[config.mk]
export PLATFORM = sky130hd
export DESIGN_NAME = alu_issue_queue_flat
export DESIGN_NICKNAME = d
export VERILOG_FILES = /design/src/rtl/alu_issue_queue.sv /design/src/flat_wrapper.sv
export SDC_FILE = /design/constraint.sdc
export NUM_CORES = 1
export LEC_CHECK = 0
export ABC_AREA = 1
export BUFFER_PORTS_ARGS = -buffer_cell sky130_fd_sc_hd__buf_4
export CORE_ASPECT_RATIO = 1.25
export CORE_MARGIN = 2
export CORE_UTILIZATION = 50
export DETAILED_ROUTE_END_ITERATION = 10
export PLACE_DENSITY = 0.68
export SLEW_MARGIN = 15
export SYNTH_ARGS = -nofsm -noshare
export SYNTH_HDL_FRONTEND = slang
export SYNTH_SLANG_ARGS = --single-unit
[constraint.sdc]
create_clock -name clk -period 10.8 [get_ports clk]
set_clock_uncertainty 0.2 [all_clocks]
set_input_delay 2.16 -clock clk [delete_from_list [all_inputs] [get_ports clk]]
set_output_delay 2.16 -clock clk [all_outputs]
set_load 0.02 [all_outputs]
[src/rtl/alu_issue_queue.sv]
// ALU issue queue: compacting, oldest-ready-first select with CDB wakeup,
// feeding a registered issue stage that drives the ALU operand interface.
package nand_cpu_pkg;
  typedef enum logic [2:0] {
    ALU_CL,
    ALU_CP,
    ALU_LI,
    ALU_NAND,
    ALU_ADD,
    ALU_SUB,
    ALU_SHL,
    ALU_SHR
  } AluOp;
endpackage

interface alu_input_ifc;
  import nand_cpu_pkg::*;
  logic [15:0] op0;
  logic [15:0] op1;
  AluOp        alu_op;
  modport out  (output op0, output op1, output alu_op);
  modport sink (input op0, input op1, input alu_op);
endinterface

// Handshakes: rename -> queue transfers when in_valid && in_ready at a clock
// edge; the staged instruction leaves when issue_valid && issue_ready at a
// clock edge. Neither valid may depend combinationally on its ready.
module alu_issue_queue
  import nand_cpu_pkg::*;
#(
  parameter int DEPTH = 4,
  parameter int TAG_W = 4
) (
  input  logic                         clk,
  input  logic                         rst,
  input  logic                         flush,
  input  logic                         in_valid,
  output logic                         in_ready,
  input  AluOp                         in_alu_op,
  input  logic [TAG_W-1:0]             in_dest_tag,
  input  logic [TAG_W-1:0]             in_src0_tag,
  input  logic [TAG_W-1:0]             in_src1_tag,
  input  logic                         in_src0_rdy,
  input  logic                         in_src1_rdy,
  input  logic [15:0]                  in_src0_val,
  input  logic [15:0]                  in_src1_val,
  input  logic                         cdb_valid,
  input  logic [TAG_W-1:0]             cdb_tag,
  input  logic [15:0]                  cdb_val,
  alu_input_ifc.out                    alu,
  output logic                         issue_valid,
  output logic [TAG_W-1:0]             issue_dest_tag,
  input  logic                         issue_ready,
  output logic [$clog2(DEPTH+1)-1:0]   dbg_count
);

  localparam int CNT_W = $clog2(DEPTH + 1);
  localparam int IDX_W = $clog2(DEPTH);

  typedef struct packed {
    logic             valid;
    AluOp             op;
    logic [TAG_W-1:0] dest;
    logic [TAG_W-1:0] s0_tag;
    logic             s0_rdy;
    logic [15:0]      s0_val;
    logic [TAG_W-1:0] s1_tag;
    logic             s1_rdy;
    logic [15:0]      s1_val;
  } entry_t;

  entry_t           q_q   [DEPTH];
  entry_t           q_d   [DEPTH];
  entry_t           woke  [DEPTH+1];
  entry_t           new_e;
  logic [CNT_W-1:0] count_q, count_d, cnt_after;

  logic             issue_valid_q;
  logic [15:0]      op0_q, op1_q;
  AluOp             alu_op_q;
  logic [TAG_W-1:0] dest_q;

  logic             stage_free, sel_found, do_issue, accept;
  logic [IDX_W-1:0] sel_idx;

  // Capture a broadcast into any still-waiting source of a live entry.
  function automatic entry_t wake(input entry_t e, input logic v,
                                  input logic [TAG_W-1:0] t, input logic [15:0] val);
    entry_t r;
    r = e;
    if (v && e.valid) begin
      if (!e.s0_rdy && e.s0_tag == t) begin
        r.s0_rdy = 1'b1;
        r.s0_val = val;
      end
      if (!e.s1_rdy && e.s1_tag == t) begin
        r.s1_rdy = 1'b1;
        r.s1_val = val;
      end
    end
    return r;
  endfunction

  assign in_ready = (count_q < CNT_W'(DEPTH));

  always_comb begin
    stage_free = !issue_valid_q || issue_ready;
    accept     = in_valid && in_ready && !flush;

    // Select uses registered readiness only, so a same-cycle wakeup waits a cycle.
    sel_found = 1'b0;
    sel_idx   = '0;
    for (int i = DEPTH - 1; i >= 0; i--) begin
      if (q_q[i].valid && q_q[i].s0_rdy && q_q[i].s1_rdy) begin
        sel_found = 1'b1;
        sel_idx   = IDX_W'(i);
      end
    end
    do_issue = stage_free && sel_found;

    woke[DEPTH] = '0;
    for (int i = 0; i < DEPTH; i++) begin
      woke[i] = wake(q_q[i], cdb_valid, cdb_tag, cdb_val);
    end

    new_e        = '0;
    new_e.valid  = 1'b1;
    new_e.op     = in_alu_op;
    new_e.dest   = in_dest_tag;
    new_e.s0_tag = in_src0_tag;
    new_e.s0_rdy = in_src0_rdy;
    new_e.s0_val = in_src0_val;
    new_e.s1_tag = in_src1_tag;
    new_e.s1_rdy = in_src1_rdy;
    new_e.s1_val = in_src1_val;
    new_e        = wake(new_e, cdb_valid, cdb_tag, cdb_val);

    cnt_after = count_q - CNT_W'(do_issue);
    for (int i = 0; i < DEPTH; i++) begin
      if (do_issue && i >= int'(sel_idx)) q_d[i] = woke[i+1];
      else                                q_d[i] = woke[i];
      if (accept && cnt_after == CNT_W'(i)) q_d[i] = new_e;
    end
    count_d = cnt_after + CNT_W'(accept);

    if (flush) begin
      for (int i = 0; i < DEPTH; i++) q_d[i] = '0;
      count_d = '0;
    end
  end

  always_ff @(posedge clk or posedge rst) begin
    if (rst) begin
      count_q <= '0;
      for (int i = 0; i < DEPTH; i++) q_q[i] <= '0;
    end else begin
      count_q <= count_d;
      q_q     <= q_d;
    end
  end

  always_ff @(posedge clk or posedge rst) begin
    if (rst) begin
      issue_valid_q <= 1'b0;
      op0_q         <= '0;
      op1_q         <= '0;
      alu_op_q      <= ALU_CL;
      dest_q        <= '0;
    end else if (flush) begin
      issue_valid_q <= 1'b0;
    end else if (stage_free) begin
      issue_valid_q <= sel_found;
      if (sel_found) begin
        op0_q    <= q_q[sel_idx].s0_val;
        op1_q    <= q_q[sel_idx].s1_val;
        alu_op_q <= q_q[sel_idx].op;
        dest_q   <= q_q[sel_idx].dest;
      end
    end
  end

  assign alu.op0        = op0_q;
  assign alu.op1        = op1_q;
  assign alu.alu_op     = alu_op_q;
  assign issue_valid    = issue_valid_q;
  assign issue_dest_tag = dest_q;
  assign dbg_count      = count_q;

endmodule

[src/flat_wrapper.sv]
// flat-port wrapper written by rule: the top's interface ports become plain ports
module alu_issue_queue_flat import nand_cpu_pkg::*;
#(
  parameter int DEPTH = 4,
  parameter int TAG_W = 4
)
  (clk, rst, flush, in_valid, in_ready, in_alu_op, in_dest_tag, in_src0_tag, in_src1_tag, in_src0_rdy, in_src1_rdy, in_src0_val, in_src1_val, cdb_valid, cdb_tag, cdb_val, issue_valid, issue_dest_tag, issue_ready, dbg_count, alu_op0, alu_op1, alu_alu_op);
  alu_input_ifc alu_i ();
  input  logic clk;
  input  logic rst;
  input  logic flush;
  input  logic in_valid;
  output logic in_ready;
  input  AluOp in_alu_op;
  input  logic [TAG_W-1:0] in_dest_tag;
  input  logic [TAG_W-1:0] in_src0_tag;
  input  logic [TAG_W-1:0] in_src1_tag;
  input  logic in_src0_rdy;
  input  logic in_src1_rdy;
  input  logic [15:0] in_src0_val;
  input  logic [15:0] in_src1_val;
  input  logic cdb_valid;
  input  logic [TAG_W-1:0] cdb_tag;
  input  logic [15:0] cdb_val;
  output logic issue_valid;
  output logic [TAG_W-1:0] issue_dest_tag;
  input  logic issue_ready;
  output logic [$clog2(DEPTH+1)-1:0] dbg_count;
  output wire logic [$bits(alu_i.op0)-1:0] alu_op0;
  output wire logic [$bits(alu_i.op1)-1:0] alu_op1;
  output wire logic [$bits(alu_i.alu_op)-1:0] alu_alu_op;
  assign alu_op0 = alu_i.op0;
  assign alu_op1 = alu_i.op1;
  assign alu_alu_op = alu_i.alu_op;
  alu_issue_queue #(.DEPTH(DEPTH), .TAG_W(TAG_W)) u_core (.clk(clk), .rst(rst), .flush(flush), .in_valid(in_valid), .in_ready(in_ready), .in_alu_op(in_alu_op), .in_dest_tag(in_dest_tag), .in_src0_tag(in_src0_tag), .in_src1_tag(in_src1_tag), .in_src0_rdy(in_src0_rdy), .in_src1_rdy(in_src1_rdy), .in_src0_val(in_src0_val), .in_src1_val(in_src1_val), .cdb_valid(cdb_valid), .cdb_tag(cdb_tag), .cdb_val(cdb_val), .alu(alu_i), .issue_valid(issue_valid), .issue_dest_tag(issue_dest_tag), .issue_ready(issue_ready), .dbg_count(dbg_count));
endmodule
==> summary.txt, run 1 <==
Run status
  • Outcome: complete, no violations

Clock network
  • H-tree Lvls: 1
  • Post-CTS setup buffer count: 0
  • CTS tree: built
  • Clk buf depth: 3
  • Root Driver: clkbuf_16
  • Clk sinks: 243
  • Clock latency on the worst-skew pair: 0.58 ns
  • Cts bufs inserted: 28
  • Worst-path clk slew: approximately 0.06 ns
  • Hold-fix buffers, CTS: 0
  • PostCTS Resize Cnt: 0

GRT
  • Total gr overflow: 0
  • Vias in the first global route: 16900
  • Initial antenna violation count: 0
  • GRT Util Overall: 36.0%
  • Global-route wire length before repair: 93500 µm
  • Largest net degree at the start of global routing: 95

Yosys
  • Netlist cell types: 34
  • Post-synthesis sequential area ratio: 38.0%
  • Cell Area, Synth: around 16000 µm²
  • Main flop type after synthesis: dfrtp_1
  • Syn nets: 2570
  • Asr flop ratio synth: between 90% and 100%
  • Yosys reg bits: between 200 and 250
  • Mean post-synth cell area: 6.42 µm²
  • Post-synth EDFFs: 0
  • Cell count after synthesis: 2492
  • YS warnings: 0

Placement
  • GP Congestion: 0.930
  • Hpwl dp: 37100 µm
  • Number of buffers added on ports: 118

Setup path
  • WP data required: 11.12 ns
  • Crit path DAT: roughly 6.3 ns
  • Startpoint Class: input port
  • Crit path capture type: flip-flop
  • CP Class: in2reg
  • Crit-path max FO: 43

Detailed routing
  • Via count: about 17000
  • TritonRoute pass-1 iters: 6
  • # DRC: 0
  • DR vias/cell: approximately 6
  • Starting DRT DRC Count: 1595
  • DRT antenna net count: 0
  • Drt total wl: 59900 µm
  • WL/cell: about 20 µm

Final layout
  • Filler instances: between 3000 and 4000
  • ANT cells: 0
  • Fin util: 56.3%
  • Nets: between 2000 and 3000
  • Fraction of layout cells with a size suffix above 1: 8.61%
  • Area delta synth->final: 11.4%

Flow run
  • Max-cap violations: 0

STA
  • Setup TNS: 0 ns
  • Max-slew headroom: 25.2%
  • RSZ-0062 raised after global routing: false
  • Clock period minus worst slack: 5.99 ns
  • Max Transition Viols Final: 0
  • Slew @ Worst Pin: roughly 1.1 ns
  • Tcrit/Tclk final: 55.4%
  • Hold Vio Cnt, Final: 0
  • Final count of negative-setup-slack endpoints: 0
  • F_max: 167 MHz

Floorplanning
  • Core area: 31700 µm²
  • Die area: roughly 33000 µm²
  • Die Y: 204 µm
  • Die Wd: 164 µm
  • # IOs: 119
  • Row count: 73
  • Starting Density: 50.5%

Power and ir drop
  • Leak Pwr: approximately 9.8 nW
  • PD cells: 148 nW/µm²
  • Max VDD drop: 0.148 mV

Hold path
  • Class of the worst hold path: reg2reg
[sequential cells by signal, indices dropped and copies added (netlist names)]
| register | cells |
|---|---|
| u_core.q_q | 200 |
| u_core.alu.op0 | 16 |
| u_core.alu.op1 | 16 |
| u_core.issue_dest_tag | 4 |
| u_core.alu.alu_op | 3 |
| u_core.dbg_count | 3 |
| u_core.issue_valid | 1 |
[critical path: stages]
cell and delay, ns:
buf_4 0.11, nor2_1 0.18, inv_1 0.11, o21ai_1 0.31
inv_1 0.19, ha_1 0.23, ha_1 0.19, inv_1 0.06
nand2_1 0.05, and2_1 0.20, nand3_2 0.59, buf_4 0.58
clkinv_1 0.74, nand3_1 0.29, nand2_1 0.07, inv_1 0.07
nand2_1 0.05, inv_1 0.07
[per-layer routing]
metal	GRT usage [%]	routed length, µm
met1	45.7	22800
met2	57.1	27100
met3	6.47	6020
met4	22.1	3940
met5	0	0
[cell usage after synthesis (4+ instances only)]
| library cell | number | area share (%) |
|---|---|---|
| nand2_1 | 890 | 21 |
| nand3_1 | 430 | 13 |
| inv_1 | 297 | 7.0 |
| dfrtp_1 | 243 | 38 |
| o21ai_0 | 158 | 4.9 |
| nor2_1 | 86 | 2.0 |
| clkbuf_1 | 73 | 1.7 |
| a21oi_1 | 61 | 1.9 |
| buf_2 | 39 | 1.2 |
| o22ai_1 | 36 | 1.4 |
| nand4_1 | 24 | 0.94 |
| o211ai_1 | 23 | 1.1 |
| o21ai_1 | 15 | 0.47 |
| buf_4 | 14 | 0.66 |
| nor2_2 | 13 | 0.51 |
| o22a_1 | 13 | 0.71 |
| buf_1 | 12 | 0.28 |
| clkinv_1 | 12 | 0.28 |
| inv_2 | 10 | 0.23 |
| xnor2_1 | 8 | 0.44 |
| o21a_1 | 7 | 0.33 |
| nand2_2 | 5 | 0.20 |
| nor2_4 | 4 | 0.28 |
| xor2_1 | 4 | 0.22 |
[area by class of cell]
cell class | count | area (µm²) | area share (%)
Multi-Input combinational cell | 1787 | 8110 | 45.5
Clock buffer | 41 | 800 | 4.48
Inverter | 321 | 1220 | 6.82
Timing Repair Buffer | 137 | 1030 | 5.77
Sequential cell | 243 | 6080 | 34.1
Tap cell | 412 | 515 | 2.89
Clock inverter | 4 | 81.3 | 0.456
[report_power, final]
part / internal, mW / leakage (nW) / switching [mW]
sequential: 1.02 / 3.29 / 0.0601
combinational: 0.220 / 6.05 / 0.391
clock: 0.553 / 0.430 / 0.400
[through the flow]
stage	hold WS, ns	power, mW	std cells	instance area, µm²	worst slack [ns]
2_1_floorplan	0.249	1.46	2492	16000	1.77
3_3_place_gp	0.263	1.69	2900	16900	4.49
3_5_place_dp	0.265	1.70	2900	16900	4.35
4_1_cts	0.281	2.64	2945	17800	4.92
5_1_grt	0.295	2.75	2945	17800	4.52
6_report	0.278	2.64	2945	17800	4.81
[worst paths after layout]
check | from | slack [ns] | cells past startpoint | endpoint
worst max-delay path | issue_ready | 4.81 | 18 | u_core.q_q[111]$_DFF_PP0_
worst min-delay path | u_core.q_q[159]$_DFFE_PP0P_ | 0.28 | 2 | u_core.q_q[159]$_DFFE_PP0P_
worst max register to register | u_core.q_q[187]$_DFFE_PP0P_ | 5.91 | 17 | u_core.q_q[111]$_DFF_PP0_
worst min register to register | u_core.q_q[159]$_DFFE_PP0P_ | 0.28 | 2 | u_core.q_q[159]$_DFFE_PP0P_
max in group asynchronous | rst | 7.32 | 3 | u_core.q_q[172]$_DFFE_PP0P_
min in group asynchronous | rst | 1.50 | 2 | u_core.alu.op1[9]$_DFFE_PP0P_
[cell families (layout without fill, tap and decap cells)]
group | Yosys count | in the layout | share of synthesized area (%)
adders and majority gates | 3 | 3 | 0.235
AOI/OAI and AO/OA | 317 | 317 | 11.0
xor gates and xnor gates | 12 | 12 | 0.657
DFF | 243 | 243 | 38.0
and+or+nand+nor | 1455 | 1455 | 38.5
buffers and inverters | 462 | 503 | 11.6
[cells in the final DEF, fill, tap and decap left out, types with 8 or more instances in the layout]
master / n
nand2_1: 889
nand3_1: 429
inv_1: 293
dfrtp_1: 243
o21ai_0: 158
buf_4: 137
nor2_1: 84
a21oi_1: 61
o22ai_1: 36
clkbuf_16: 28
nand4_1: 24
o211ai_1: 23
o21ai_1: 15
inv_2: 13
o22a_1: 13
clkinv_1: 12
nor2_2: 10
nor2_4: 9
xnor2_1: 8
clkbuf_1: 8
No activity file was read; power rests on OpenSTA's default activity.
==> run 2: changes to the inputs <==
- ABC_AREA: 1 -> 0
- PLACE_DENSITY: 0.68 -> 0.71
- clock period: 10.8 -> 5.1 ns (I/O delays scaled with it)
==> summary.txt, run 2 <==
Floorplanning
  • Die Y: 196 µm (-3.9%)
  • Row count: 70 (-4.1%)
  • # IOs: 119 (unchanged)
  • Core area: 29200 µm² (-8.0%)
  • Starting Density: 50.6% (+0.13 points)
  • Die area: 30900 µm² (-7.6%)
  • Die Wd: 158 µm (-3.9%)

Yosys
  • Post-synth top area cell: dfrtp_1
  • Post-synthesis sequential area ratio: 41.2% (+3.2 points)
  • Yosys top cell area share: 41.2% (+3.2 points)
  • Netlist cell types: 78 (+130%)
  • Post-synth EDFFs: 0 (unchanged)
  • Mean post-synth cell area: 9.53 µm² (+48%)
  • Syn nets: 1627 (-37%)
  • Area contributors post-synth: dfrtp_1 (41%), mux2i_1 (5.0%), nand2_1 (4.1%)
  • Main flop type after synthesis: dfrtp_1
  • Yosys reg bits: 243 (unchanged)
  • Cell Area, Synth: 14800 µm² (-7.7%)
  • YS warnings: 0 (unchanged)
  • Top post-synthesis cells by count: dfrtp_1 (243), nand2_1 (160), a21oi_1 (111)
  • Asr flop ratio synth: 100% (unchanged)
  • Count leader, synth: dfrtp_1
  • Cell count after synthesis: 1549 (-38%)

Final layout
  • Commonest non-fill, non-tap cell in the layout: dfrtp_1
  • ANT cells: 0 (unchanged)
  • Fraction of layout cells with a size suffix above 1: 18.7% (+10 points)
  • Max reg flops: 200 (unchanged)
  • Layout Cells excl Fill: 2006 (-32%)
  • Nets: 1672 (-36%)
  • Commonest cells after routing, fill and taps aside: dfrtp_1 (243), nand2_1 (157), buf_4 (153), a21oi_1 (110), nor2_1 (95)
  • Top reg by flops: u_core.q_q
  • Area delta synth->final: 12.7%

Power and ir drop
  • Power Total: 4.62 mW (+75%)
  • Leak Pwr: 7.16 nW (-27%)
  • Max VDD drop: 0.215 mV (+45%)
  • PD cells: 277 nW/µm² (+87%)

Clock network
  • Worst-path clk slew: 0.06 ns (about the same)
  • PostCTS Resize Cnt: 0 (unchanged)
  • Clk sinks: 243 (unchanged)
  • Hold-fix buffers, CTS: 0 (unchanged)
  • Post-CTS setup buffer count: 0 (unchanged)
  • Root Driver: clkbuf_16
  • Clk buf depth: 3 (unchanged)
  • Cts bufs inserted: 26 (-7.1%)
  • CTS tree: built
  • H-tree Lvls: 1 (unchanged)
  • Clock latency on the worst-skew pair: 0.55 ns (-0.03 ns)

Setup path
  • Crit-path max FO: 30 (-30%)
  • CP dominant cell by count: ha_1
  • Slowest CP cell: a41oi_2
  • Startpoint Class: flip-flop
  • R2r startpoint: u_core.q_q[37]$_DFF_PP0_
  • Crit path DAT: 4.09 ns (-2.21 ns)
  • WP data required: 5.33 ns (-5.79 ns)
  • CP startpoint: u_core.q_q[37]$_DFF_PP0_
  • Worst reg-to-reg setup slack: 1.24 ns (-4.67 ns)
  • Crit-path max cell delay: 0.53 ns (-0.21 ns)
  • CP Class: reg2reg
  • Critical-path cell list: nand3_1 > a41oi_2 > ha_1 > ha_1 > nor4b_1 > nand2_2 > buf_4 > a311oi_1
  • Crit path capture type: flip-flop

Run status
  • Outcome: complete, no violations

Placement
  • GP Congestion: 0.922 (-0.86%)
  • Number of buffers added on ports: 118 (unchanged)
  • Hpwl dp: 32700 µm (-12%)
  • DP Worst Slack: 0.800 ns (-3.55 ns)
  • Post-Place Cells: 1962 (-32%)

Detailed routing
  • Drt total wl: 50900 µm (-15%)
  • WL/cell: 25.4 µm (+25%)
  • TritonRoute pass-1 iters: 6 (unchanged)
  • DR vias/cell: 6.89 (+17%)
  • Starting DRT DRC Count: 1744 (+9.3%)
  • Via count: 13800 (-20%)
  • # DRC: 0 (unchanged)
  • DRT antenna net count: 0 (unchanged)

STA
  • Setup TNS: 0 ns (unchanged)
  • Fin worst setup slack: 1.24 ns (-3.58 ns)
  • RSZ-0062 raised after global routing: false
  • Final count of negative-setup-slack endpoints: 0 (unchanged)
  • Tcrit/Tclk final: roughly 76%
  • Max Transition Viols Final: 0 (unchanged)
  • Clock period minus worst slack: 3.86 ns
  • WHS: 0.286 ns (+0.00730 ns)
  • Slew @ Worst Pin: 1.24 ns (+0.122 ns)
  • Max-slew headroom: 17.1% (-8.1 points)
  • Hold Vio Cnt, Final: 0 (unchanged)
  • F_max: 259 MHz

Flow run
  • Max-cap violations: 0 (unchanged)

Hold path
  • Hold_sp: u_core.q_q[181]$_DFFE_PP0P_
  • Class of the worst hold path: reg2reg

GRT
  • Largest net degree at the start of global routing: 95 (unchanged)
  • Global-route wire length before repair: 79400 µm (-15%)
  • Total gr overflow: 0 (unchanged)
  • Initial antenna violation count: 0 (unchanged)
  • Vias in the first global route: 13900 (-18%)
  • GRT Util Overall: 32.7% (-3.4 points)
-- run 2: cell count changes after synthesis, moves of 50 or more --
| cell | before | now |
|---|---|---|
| nand2_1 | 890 | 160 |
| a22o_1 | 1 | 55 |
| nor3_1 | 0 | 82 |
| mux2i_1 | 0 | 74 |
| a21oi_1 | 61 | 111 |
| nand3_1 | 430 | 13 |
| a311oi_1 | 0 | 51 |
| o21ai_0 | 158 | 48 |
| inv_1 | 297 | 22 |
-- run 2: final cells by class --
class | count | area [µm²]
repair buffers | 156 | 1210
inverters | 22 | 86.3
multi-input cells | 1145 | 7920
well taps | 396 | 495
clock buffers | 40 | 793
flip-flops and latches | 243 | 6080
clock inverters | 4 | 56.3
fillers | 2553 | 12500
-- run 2: path summary, 6_finish.rpt --
check,endpoint,depth (start not counted)
setup / recovery,u_core.q_q[98]$_DFFE_PP0P_,8
hold reg to reg,u_core.q_q[181]$_DFFE_PP0P_,2
hold / removal,u_core.q_q[181]$_DFFE_PP0P_,2
max in group asynchronous,u_core.q_q[140]$_DFFE_PP0P_,3
min in group asynchronous,u_core.alu.op1[8]$_DFFE_PP0P_,2
setup reg to reg,u_core.q_q[98]$_DFFE_PP0P_,8
-- run 2: cell families (layout without fill, tap and decap cells) --
| group | Yosys count | after routing | synth area share [%] |
|---|---|---|---|
| compound gates | 562 | 562 | 29.4 |
| simple gates | 447 | 447 | 14.6 |
| flops | 243 | 243 | 41.2 |
| buf+inv | 161 | 222 | 5.36 |
| mux | 91 | 91 | 6.57 |
| xor+xnor | 42 | 42 | 2.64 |
| fa+ha+maj | 3 | 3 | 0.254 |
-- run 2: where the power goes --
group	leakage, nW	switching (mW)	total, mW	internal [mW]
registers	3.36	0.0594	2.07	2.01
logic	3.38	0.398	0.626	0.228
clock network	0.420	0.812	1.92	1.11
total	7.16	1.27	4.62	3.35
-- run 2: through the flow --
step                      util [%]  area (µm²)
after floorplan                  -       14800
after global placement        54.1       15800
after detailed placement      54.1       15800
after CTS                     57.1       16600
after global routing          57.1       16600
final                         57.1       16600
-- run 2: critical path, delay by kind of cell (launching register included) --
kind,cells,cell delay (ns)
flip-flops,1,0.41
buffers and inverters,1,0.40
AND/OR/NAND/NOR,3,1.38
adder cells (fa/ha/maj),2,0.55
AO/OA/AOI/OAI,2,0.79
-- run 2: routing by layer --
metal  GRT usage (%)  wire length, µm  share of wire [%]
met1            43.0            19700                 39
met4            17.9             2850                5.6
met5               0                0                  0
met2            51.2            23800                 47
met3            5.39             4550                8.9
==> run 3: changes to the inputs <==
- PLACE_DENSITY: 0.71 -> 0.68
- clock period: 5.1 -> 4 ns (I/O delays scaled with it)
==> summary.txt, run 3 (same netlist as run 2, synthesis figures left out) <==
Power and ir drop
  • Clock share of power: 41.4% (-0.3 points)
  • Internal power: 4.27 mW (+27%)
  • Power Total: 5.89 mW (+28%)
  • Net Sw Power: 1.62 mW (+28%)
  • Combinational share of power: 13.9% (+0.3 points)
  • Sequential fraction of design power: 44.7% (about the same)
  • Max VDD drop: 0.463 mV (+120%)
  • PD cells: 350 nW/µm² (+26%)
  • Leak Pwr: 7.26 nW (+1.4%)
  • Sw frac: 27.5% (+0.038 points)

Detailed routing
  • DRT antenna net count: 0 (unchanged)
  • Via count: 13800 (-0.10%)
  • Drt total wl: 52000 µm (+2.2%)
  • WL/cell: 25.7 µm (+1.4%)
  • TritonRoute pass-1 iters: 6 (unchanged)
  • # DRC: 0 (unchanged)
  • DR vias/cell: 6.83 (-0.94%)
  • Starting DRT DRC Count: 1448 (-17%)

Run status
  • Outcome: complete, no violations

STA
  • Fin worst setup slack: 0.619 ns (-0.621 ns)
  • F_max: 296 MHz (+14%)
  • Hold Vio Cnt, Final: 0 (unchanged)
  • Final count of negative-setup-slack endpoints: 0 (unchanged)
  • Clock period minus worst slack: 3.38 ns (-0.479 ns)
  • Max Transition Viols Final: 0 (unchanged)
  • Slew @ Worst Pin: 1.04 ns (-0.205 ns)
  • Max-slew headroom: 30.7% (+14 points)
  • RSZ-0062 raised after global routing: false
  • Tcrit/Tclk final: 84.5% (+8.8 points)

Floorplanning
  • Die Y: 196 µm (unchanged)
  • Die area: 30900 µm² (unchanged)
  • Core area: 29200 µm² (unchanged)
  • # IOs: 119 (unchanged)
  • Starting Density: 50.6% (unchanged)
  • Row count: 70 (unchanged)
  • Die Wd: 158 µm (unchanged)

Setup path
  • WP data required: 4.21 ns (-1.12 ns)
  • Crit-path max FO: 32 (+6.7%)
  • CP Class: reg2reg
  • Crit path capture type: flip-flop
  • Crit path DAT: 3.59 ns (-0.50 ns)
  • RR Endpoint: u_core.q_q[85]$_DFF_PP0_
  • Worst reg2reg path depth: 10 (+2)
  • Crit path to: u_core.q_q[85]$_DFF_PP0_
  • R2r startpoint: u_core.q_q[37]$_DFF_PP0_
  • CP startpoint: u_core.q_q[37]$_DFF_PP0_
  • Startpoint Class: flip-flop
  • Worst reg-to-reg setup slack: 0.62 ns (-0.62 ns)

Clock network
  • Clk buf depth: 3 (unchanged)
  • Cts bufs inserted: 27 (+3.8%)
  • Clk sinks: 243 (unchanged)
  • Worst-path clk slew: 0.06 ns (about the same)
  • CTS tree: built
  • PostCTS Resize Cnt: 0 (unchanged)
  • Clock latency on the worst-skew pair: 0.55 ns (about the same)
  • H-tree Lvls: 1 (unchanged)
  • Root Driver: clkbuf_16
  • Hold-fix buffers, CTS: 0 (unchanged)
  • Post-CTS setup buffer count: 0 (unchanged)

Placement
  • Post-Place Cells: 1978 (+0.82%)
  • GP Congestion: 0.927 (+0.58%)
  • DP Worst Slack: 0.383 ns (-0.417 ns)
  • Number of buffers added on ports: 118 (unchanged)
  • Hpwl dp: 33300 µm (+1.6%)
  • DP Area: 16000 µm² (+1.3%)

GRT
  • Global-route wire length before repair: 80500 µm (+1.4%)
  • Vias in the first global route: 13900 (+0.12%)
  • Total gr overflow: 0 (unchanged)
  • GRT Util Overall: 33.4% (+0.68 points)
  • Initial antenna violation count: 0 (unchanged)
  • Largest net degree at the start of global routing: 79 (-17%)

Flow run
  • Max-cap violations: 0 (unchanged)

Final layout
  • Filler instances: 2595 (+1.6%)
  • Fraction of layout cells with a size suffix above 1: 19.4% (+0.73 points)
  • Max reg flops: 200 (unchanged)
  • Commonest non-fill, non-tap cell in the layout: dfrtp_1
  • Top reg by flops: u_core.q_q
  • Layout Cells excl Fill: 2023 (+0.85%)
  • Final instance area: 16800 µm² (+1.1%)
  • ANT cells: 0 (unchanged)
  • Nets: 1689 (+1.0%)
  • Area delta synth->final: 13.9%
  • Commonest cells after routing, fill and taps aside: dfrtp_1 (243), buf_4 (163), nand2_1 (157), a21oi_1 (110), nor2_1 (95)

Hold path
  • Class of the worst hold path: in2async
## run 3: per-stage QoR
step,utilization [%],hold WS [ns],TNS (ns)
after floorplan,-,0.250,-46.12
after global placement,54.8,0.263,0
after detailed placement,54.8,0.271,0
after CTS,57.7,0.200,0
after global routing,57.7,0.223,0
final,57.7,0.190,0
## run 3: area by class of cell
| type | count | area (µm²) | share of cell area [%] |
|---|---|---|---|
| Clock buffer | 41 | 788 | 4.68 |
| Sequential cell | 243 | 6080 | 36.1 |
| Timing Repair Buffer | 172 | 1400 | 8.34 |
| Multi-Input combinational cell | 1145 | 7930 | 47.1 |
| Inverter | 22 | 86.3 | 0.513 |
| Clock inverter | 4 | 45.0 | 0.268 |
| Tap cell | 396 | 495 | 2.94 |
## run 3: worst min path at each step
stage / cells after the start / slack, ns / from / to
after floorplan: 2 / 0.25 / u_core.q_q[181]$_DFFE_PP0P_ / u_core.q_q[181]$_DFFE_PP0P_
after CTS: 2 / 0.20 / rst / u_core.alu.op1[8]$_DFFE_PP0P_
after global routing: 2 / 0.22 / rst / u_core.alu.op1[7]$_DFFE_PP0P_
after detailed placement: 2 / 0.27 / u_core.q_q[184]$_DFFE_PP0P_ / u_core.q_q[184]$_DFFE_PP0P_
final: 2 / 0.19 / rst / u_core.alu.op1[8]$_DFFE_PP0P_
after global placement: 2 / 0.26 / u_core.q_q[181]$_DFFE_PP0P_ / u_core.q_q[181]$_DFFE_PP0P_
## run 3: routing by layer
| metal | vias up | wire, µm | track usage, % |
|---|---|---|---|
| li1 | 6018 | - | - |
| met1 | 6810 | 20600 | 44.6 |
| met2 | 821 | 24000 | 52.0 |
| met3 | 167 | 4750 | 5.83 |
| met4 | 0 | 2720 | 16.7 |
| met5 | - | 0 | 0 |
## run 3: power by group through the flow
| stage | clock network, mW | registers, mW | logic [mW] |
|---|---|---|---|
| after floorplan | 0 | 2.68 | 0.477 |
| after global placement | 0 | 2.67 | 0.789 |
| after detailed placement | 0 | 2.67 | 0.803 |
| after CTS | 2.45 | 2.63 | 0.808 |
| after global routing | 2.53 | 2.64 | 0.874 |
| final | 2.44 | 2.63 | 0.820 |
## run 3: critical path, stage by stage (launching register included)
cell      delay, ns
dfrtp_1        0.45
nand3_1        0.11
buf_4          0.17
a41oi_2        0.16
ha_1           0.22
ha_1           0.36
nor4b_1        0.57
nand2_2        0.35
buf_12         0.28
nor3_1         0.25
a311oi_2       0.09
